`config.mk`:
```
export PLATFORM = sky130hd
export DESIGN_NAME = fp_left_normalize
export DESIGN_NICKNAME = d
export VERILOG_FILES = /design/src/rtl/fp_left_normalize.sv
export SDC_FILE = /design/constraint.sdc
export NUM_CORES = 1
export LEC_CHECK = 0
export ABC_AREA = 1
export BUFFER_PORTS_ARGS = -buffer_cell sky130_fd_sc_hd__buf_4
export CORE_ASPECT_RATIO = 0.9
export CORE_UTILIZATION = 46
export DETAILED_ROUTE_END_ITERATION = 10
export MAX_ROUTING_LAYER = met4
export PLACE_DENSITY = 0.67
export SETUP_SLACK_MARGIN = 0.1
export SKIP_CTS_REPAIR_TIMING = 1
export SLEW_MARGIN = 30
export SYNTH_ARGS = -nofsm -noshare
export SYNTH_HDL_FRONTEND = slang
export SYNTH_SLANG_ARGS = --single-unit
```
`constraint.sdc`:
```
create_clock -name CLK -period 3.5 [get_ports CLK]
set_clock_uncertainty 0.05 [all_clocks]
set_input_delay 0.35 -clock CLK [delete_from_list [all_inputs] [get_ports CLK]]
set_output_delay 0.35 -clock CLK [all_outputs]
set_load 0.01 [all_outputs]
```
`src/rtl/fp_left_normalize.sv`:
```
// fp_left_normalize: two-stage elastic left normalizer with exponent-clamped shift
module fp_left_normalize #(
   parameter int FRAC_W = 26,
   parameter int EXP_W  = 8
) (
   input  logic              CLK,
   input  logic              nRST,
   input  logic              in_valid,
   output logic              in_ready,
   input  logic [FRAC_W-1:0] in_fraction,
   input  logic [EXP_W-1:0]  in_exponent,
   output logic              out_valid,
   input  logic              out_ready,
   output logic [FRAC_W-1:0] out_fraction,
   output logic [EXP_W-1:0]  out_exponent,
   output logic [7:0]        out_shift,
   output logic              out_zero,
   output logic              out_denorm
);
   localparam int LZ_W = $clog2(FRAC_W + 1);
   localparam int W    = (LZ_W > EXP_W) ? LZ_W : EXP_W;
   logic              adv2;
   logic              in_fire;
   logic [LZ_W-1:0]   lzc;
   logic              s1_valid;
   logic [FRAC_W-1:0] s1_frac;
   logic [EXP_W-1:0]  s1_exp;
   logic [LZ_W-1:0]   s1_lzc;
   logic [W-1:0]      lzc_x;
   logic [W-1:0]      exp_x;
   logic              zero;
   logic              clamp;
   logic [LZ_W-1:0]   shift;
   logic [FRAC_W-1:0] frac_n;
   logic [EXP_W-1:0]  exp_n;
   assign adv2     = !out_valid || out_ready;
   assign in_ready = !s1_valid || adv2;
   assign in_fire  = in_valid && in_ready;
   // leading-zero count from the MSB; the highest set bit wins, all-zero gives FRAC_W
   always_comb begin
      lzc = LZ_W'(FRAC_W);
      for (int i = 0; i < FRAC_W; i++)
         if (in_fraction[i]) lzc = LZ_W'(FRAC_W - 1 - i);
   end
   // shift amount is limited by the exponent so the result never underflows below zero
   always_comb begin
      lzc_x  = W'(s1_lzc);
      exp_x  = W'(s1_exp);
      zero   = s1_lzc == LZ_W'(FRAC_W);
      clamp  = !zero && (lzc_x > exp_x);
      shift  = zero ? '0 : (clamp ? LZ_W'(exp_x) : s1_lzc);
      frac_n = s1_frac << shift;
      exp_n  = zero ? '0 : s1_exp - EXP_W'(shift);
   end
   // stage 1: capture operands and leading-zero count; empty when the item moves on
   always_ff @(posedge CLK or negedge nRST) begin
      if (!nRST) begin
         s1_valid <= 1'b0;
         s1_frac  <= '0;
         s1_exp   <= '0;
         s1_lzc   <= '0;
      end else if (in_fire) begin
         s1_valid <= 1'b1;
         s1_frac  <= in_fraction;
         s1_exp   <= in_exponent;
         s1_lzc   <= lzc;
      end else if (adv2) begin
         s1_valid <= 1'b0;
      end
   end
   // stage 2: result registers load whenever downstream can take a new item
   always_ff @(posedge CLK or negedge nRST) begin
      if (!nRST) begin
         out_valid    <= 1'b0;
         out_fraction <= '0;
         out_exponent <= '0;
         out_shift    <= '0;
         out_zero     <= 1'b0;
         out_denorm   <= 1'b0;
      end else if (adv2) begin
         out_valid <= s1_valid;
         if (s1_valid) begin
            out_fraction <= frac_n;
            out_exponent <= exp_n;
            out_shift    <= 8'(shift);
            out_zero     <= zero;
            out_denorm   <= clamp;
         end
      end
   end
endmodule

```
==> results.cfg, run 1 <==
[layout]
fillers = 1010
num_antenna_cells = 0
seq_area_um2 = 2050
layout-drive-gt1-share = 0.208
area.growth.synth_to_final_pct = 20.2
utilization = 0.579
layout_commonest_cell = nand2_1
fin_nets = 802
fin_area_um2 = 6060
multiInputGateArea_um2 = 2540
mostFrequentLayoutCells = 190 x nand2_1, 102 x buf_4, 80 x dfrtp_1, 68 x inv_1, 65 x nand3_1

[die]
dieArea_um2 = 11400
start_util = 0.482
die_width_um = 112
num_rows = 35
num_io_pins = 84
core_um2 = 10500
fp.dieH_um = 101

[clock_tree]
clock_latency_ps = 330
cts-root-buf = clkbuf_16
cts_htree_levels = 3
cts.sinks = 82
cts_tree = built
cts.reportedPaths.clkPinSlew_ps = 60
clockBufferDepth = 2
cts_made_buffers = 9

[sta]
final_max_slew_viol_count = 0
whs_ps = 9.41
setup-violations-final = 0
final_hold_viol_count = 0
setup_tns_ps = 0
slew-limit-headroom = 0.498
max_freq_mhz = 306
fin_ws_ps = 231
fin_crit_ps = 3270
tightest_slew_ps = 752
grt_setup_unrepaired = no
finalCritPeriodShare = 0.934

[grt]
grt_overflow = 0
gr-usage-all-layers = 0.236
grt_max_degree = 83
grt_pass1_vias = 4145
antenna_found_initial = 0
grt_pass1_wl_um = 20600

[drt]
wire_per_inst_um = 14.2
drc = 0
ant_nets = 0
drt_iter0_drc = 275
vias_per_cell = 5.23
wl_um = 12600
via_count = 4620
highest_layer = met4
dr.pass1.iters = 4
met1_length_um = 6370
met3_length_um = 606
wl_met2_um = 5450

[setup_path]
crit_type = flip-flop to flip-flop
cp_cell_sequence = inv_2 > ha_4 > nand2_1 > inv_1 > nand2_2 > nor2_2 > nor4_4 > nand2_4 > nand2_1 > o21ai_2 > ha_1 > nand2_1 > nor2_1 > a211oi_2 > nor2_1 > nor2_1 > nor2_1 > nor2_1 > inv_1 > nor2_1 > o21ai_1 > o21ai_1
cp.arrival_ps = 3470
critPathMaxStageDelay_ps = 420
slowest_stage = dfrtp_1
crit_path_end_kind = flip-flop
crit_top_cell = nor2_1
worst_setup_path_start_kind = flip-flop
cp_max_fo = 5
required_ps = 3700

[placed_design]
dpl.hpwl_um = 9240
pre_cts_ws_ps = 135
dpl_cell_area_um2 = 5690
gp_congestion = 0.930
portBuffers = 80

[pwr]
irDropWorstVdd_mv = 0.229
powerDensity_nw_per_um2 = 613
p_leak_nw = 3.04

[yosys]
avgSynthCellArea_um2 = 7.48
synth-seq-cells = 82
syn_inst = 674
synthArstFlopShare = 1.00
yosysSeqAreaShare = 0.407
synth_edf_count = 0
yosysWarnings = 0
synthFlopType = dfrtp_1
synthesis.area_um2 = 5040
ys_types = 44

[flow_run]
drv_cap = 0

[worst_hold_path]
min_path_type = input pin to async pin

[run_status]
status = complete, no violations
-- cell families (layout without fill, tap and decap cells) --
kind of cell / Yosys count / in the layout / share of synthesized area
flip-flops: 82 / 82 / 0.407
AO/OA/AOI/OAI: 143 / 143 / 0.175
AND/OR/NAND/NOR: 322 / 322 / 0.282
XOR/XNOR: 1 / 1 / 0.00174
buffers and inverters: 112 / 191 / 0.101
other: 1 / 3 / 0.000744
multiplexers: 2 / 2 / 0.00397
adder cells (fa/ha/maj): 11 / 11 / 0.0288
-- final cells by class --
| cell class | count | area share |
|---|---|---|
| Timing Repair Buffer | 103 | 0.128 |
| Clock buffer | 9 | 0.0371 |
| Sequential cell | 82 | 0.339 |
| Multi-Input combinational cell | 482 | 0.418 |
| Inverter | 75 | 0.0473 |
| Tap cell | 129 | 0.0266 |
| Clock inverter | 4 | 0.00371 |
-- cell usage after synthesis (2+ instances only) --
library cell	count	area, um^2
mux2i_1	2	20.0
nor2_1	35	131
buf_2	7	35.0
nor4_4	2	42.5
or2_1	8	50.1
dfrtp_1	82	2050
buf_4	5	37.5
nor4_1	4	25.0
o211ai_1	19	143
a22o_1	5	43.8
nand2_2	2	12.5
nand3_1	65	325
ha_1	10	125
buf_6	8	90.1
nand2_1	191	717
nor3_1	8	40.0
a22oi_1	2	15.0
o211ai_2	4	50.1
clkbuf_1	16	60.1
o21ai_0	67	335
o21ai_1	22	110
a21oi_1	8	40.0
inv_1	71	267
nand2_4	2	22.5
inv_2	3	11.3
o21ai_2	8	70.1
-- routing by layer --
metal / vias up / track usage
met5: - / -
met3: 14 / 0.0485
met2: 130 / 0.340
met4: 0 / 0.0462
li1: 2372 / -
met1: 2104 / 0.345
-- worst paths after layout --
kind                       slack, ps              from               end  cells after the start
min in group CLK                 180    in_exponent[6]          exp_x[6]                      3
setup reg to reg                 230          exp_x[2]   out_exponent[7]                     22
hold reg to reg                  430  out_fraction[11]  out_fraction[11]                      2
hold / removal                     9              nRST          exp_x[6]                      1
setup / recovery                 230          exp_x[2]   out_exponent[7]                     22
max in group asynchronous       2850              nRST         s1_lzc[2]                      1
-- power by group --
group | total (W) | internal [W] | leakage [nW] | switching (W)
sequential | 0.00138 | 0.00121 | 1.02 | 0.000170
combinational | 0.00152 | 0.000653 | 1.90 | 0.000866
clock | 0.000820 | 0.000464 | 0.123 | 0.000356
total | 0.00372 | 0.00232 | 3.04 | 0.00139
-- critical path, delay by kind of cell (launching register included) --
kind	cells	cell delay, ps
compound gates	4	550
fa+ha+maj	2	550
flops	1	420
simple gates	13	1380
buf+inv	3	230
-- registers in the layout (all words and copies together) (netlist names) --
| signal | cells |
|---|---|
| s1_frac | 26 |
| out_shift | 5 |
| out_zero | 1 |
| exp_x | 8 |
| out_denorm | 1 |
| out_fraction | 26 |
| out_exponent | 8 |
| out_valid | 1 |
| s1_lzc | 5 |
| s1_valid | 1 |
-- metrics by stage --
stage / total power (W) / std cells
final: 0.00372 / 884
after global routing: 0.00398 / 884
after CTS: 0.00369 / 873
after detailed placement: 0.00287 / 860
after global placement: 0.00283 / 860
after floorplan: 0.00228 / 676
(Power assumes the default switching activity.)
==> run 2, diff against run 1 <==
--- a/config.mk
+++ b/config.mk
@@ -8,10 +8,13 @@
 export ABC_AREA = 1
 export BUFFER_PORTS_ARGS = -buffer_cell sky130_fd_sc_hd__buf_4
 export CORE_ASPECT_RATIO = 0.9
+export CORE_MARGIN = 1
 export CORE_UTILIZATION = 46
+export CTS_CLUSTER_SIZE = 12
 export DETAILED_ROUTE_END_ITERATION = 10
 export MAX_ROUTING_LAYER = met4
 export PLACE_DENSITY = 0.67
+export REMOVE_ABC_BUFFERS = 1
 export SETUP_SLACK_MARGIN = 0.1
 export SKIP_CTS_REPAIR_TIMING = 1
 export SLEW_MARGIN = 30
==> run 2 against run 1 <==
Net effect: the flow now finishes with violations (negative hold slack); non-clock buffer count fell by 3; fmax is 1.5% higher; sequential power is essentially flat; hold slack lost 14 ps; cell count did not move; clock power rose by 11%; critical path type unchanged; largest cell class unchanged.
==> results.cfg, run 2 (synthesis results as in run 1) <==
[run_status]
status = complete, but fails checks
violations = negative hold slack

[die]
dieArea_um2 = 11400
fp.dieH_um = 101
start_util = 0.482
core_um2 = 10500
num_io_pins = 84
num_rows = 35
die_width_um = 112

[sta]
max_freq_mhz = 310
whs_ps = -4.29
tightest_slew_ps = 747
fin_crit_ps = 3220
slew-limit-headroom = 0.501
grt_setup_unrepaired = yes
setup-violations-final = 0
fin_ws_ps = 279
finalCritPeriodShare = 0.920
final_hold_viol_count = 1
final_max_slew_viol_count = 0

[flow_run]
drv_cap = 0

[grt]
grt_pass1_wl_um = 20700
gr-usage-all-layers = 0.238
antenna_found_initial = 0
grt_max_degree = 83
grt_pass1_vias = 4157
grt_overflow = 0

[placed_design]
portBuffers = 80
dpl_cell_area_um2 = 5670
pre_cts_ws_ps = 189
gp_congestion = 0.863
dpl.hpwl_um = 9080
dp.cells = 858

[layout]
fin_cells = 884
fin_nets = 799
top_regs = out_fraction (26), s1_frac (26)
num_antenna_cells = 0
layout_commonest_cell = nand2_1
area.growth.synth_to_final_pct = 20.1
mostFrequentLayoutCells = 191 x nand2_1, 98 x buf_4, 82 x dfrtp_1, 71 x inv_1, 65 x nand3_1
utilization = 0.579
fillers = 1009
layout-drive-gt1-share = 0.196
fin_area_um2 = 6060

[setup_path]
slowest_stage = fa_1
crit_family = compound AO/OA/AOI/OAI gates
crit_type = flip-flop to flip-flop
reg2reg_depth = 20
cp.arrival_ps = 3440
required_ps = 3720
cp.depth = 20
regToRegSetupSlack_ps = 280
crit_path_end_kind = flip-flop
worst_setup_path_start_kind = flip-flop
cp_max_fo = 7
critPathMaxStageDelay_ps = 390
path_buf_inv = 4
cp_cell_sequence = inv_1 > ha_1 > nand2_1 > inv_1 > nand2_1 > o211ai_1 > a21o_1 > nand2_4 > buf_4 > o21ai_2 > ha_2 > inv_1 > fa_1 > a21oi_1 > nor2_1 > nor2_1 > nor2_1 > nor3_1 > o21ai_0 > o21ai_1

[drt]
drc = 0
wire_per_inst_um = 14.1
dr.pass1.iters = 4
wl_um = 12500
via_count = 4620
vias_per_cell = 5.23
ant_nets = 0
drt_iter0_drc = 258

[pwr]
p_total_w = 0.00378
irDropWorstVdd_mv = 0.313
powerDensity_nw_per_um2 = 624
p_leak_nw = 3.04

[worst_hold_path]
min_path_type = input pin to async pin

[clock_tree]
cts_htree_levels = 3
cts-root-buf = clkbuf_16
cts_made_buffers = 9
clock_latency_ps = 340
clockBufferDepth = 2
cts.sinks = 82
cts.reportedPaths.clkPinSlew_ps = 70
cts_tree = built
## run 2: changes by cell type in the layout (fill, tap and decap cells not counted), moves of 2 or more
| cell | change |
|---|---|
| clkinvlp_4 | +2 |
| ha_4 | -2 |
| inv_6 | +2 |
| inv_2 | -2 |
| clkinv_2 | -3 |
| dfrtp_1 | +2 |
| inv_1 | +3 |
| buf_4 | -4 |
| dfrtp_2 | -2 |
## run 2: path summary, 6_finish.rpt
check,start,end
min in group CLK,in_exponent[5],exp_x[5]
hold / removal,nRST,out_shift[4]
setup / recovery,exp_x[3],out_exponent[6]
hold reg to reg,out_fraction[13],out_fraction[13]
max in group asynchronous,nRST,s1_frac[9]
setup reg to reg,exp_x[3],out_exponent[6]
## run 2: metrics by stage
stage / setup TNS (ps) / hold WS [ps]
2_1_floorplan: -25860 / 4.41
3_3_place_gp: 0 / 415
3_5_place_dp: 0 / 413
4_1_cts: 0 / 39.2
5_1_grt: -9.91 / 59.2
6_report: 0 / -4.29
## run 2: area by class of cell
cell class | instances | area, um^2 | area share
multi-input cells | 482 | 2500 | 0.414
flip-flops and latches | 82 | 2050 | 0.339
repair buffers | 100 | 767 | 0.127
inverters | 75 | 284 | 0.0469
clock buffers | 10 | 239 | 0.0395
well taps | 129 | 161 | 0.0266
clock inverters | 6 | 48.8 | 0.00806
## run 2: routing by layer
metal | vias to the layer above | wire (um) | global-route usage
li1 | 2371 | - | -
met1 | 2136 | 6270 | 0.334
met2 | 104 | 5600 | 0.354
met3 | 9 | 512 | 0.0425
met4 | 0 | 112 | 0.0656
met5 | - | 0 | -
## run 2: where the power goes
| group | leakage [nW] | total (W) | internal [W] | switching (W) |
|---|---|---|---|---|
| registers | 1.02 | 0.00138 | 0.00121 | 0.000170 |
| logic | 1.89 | 0.00149 | 0.000646 | 0.000846 |
| clock network | 0.132 | 0.000912 | 0.000506 | 0.000406 |
| total | 3.04 | 0.00378 | 0.00236 | 0.00142 |
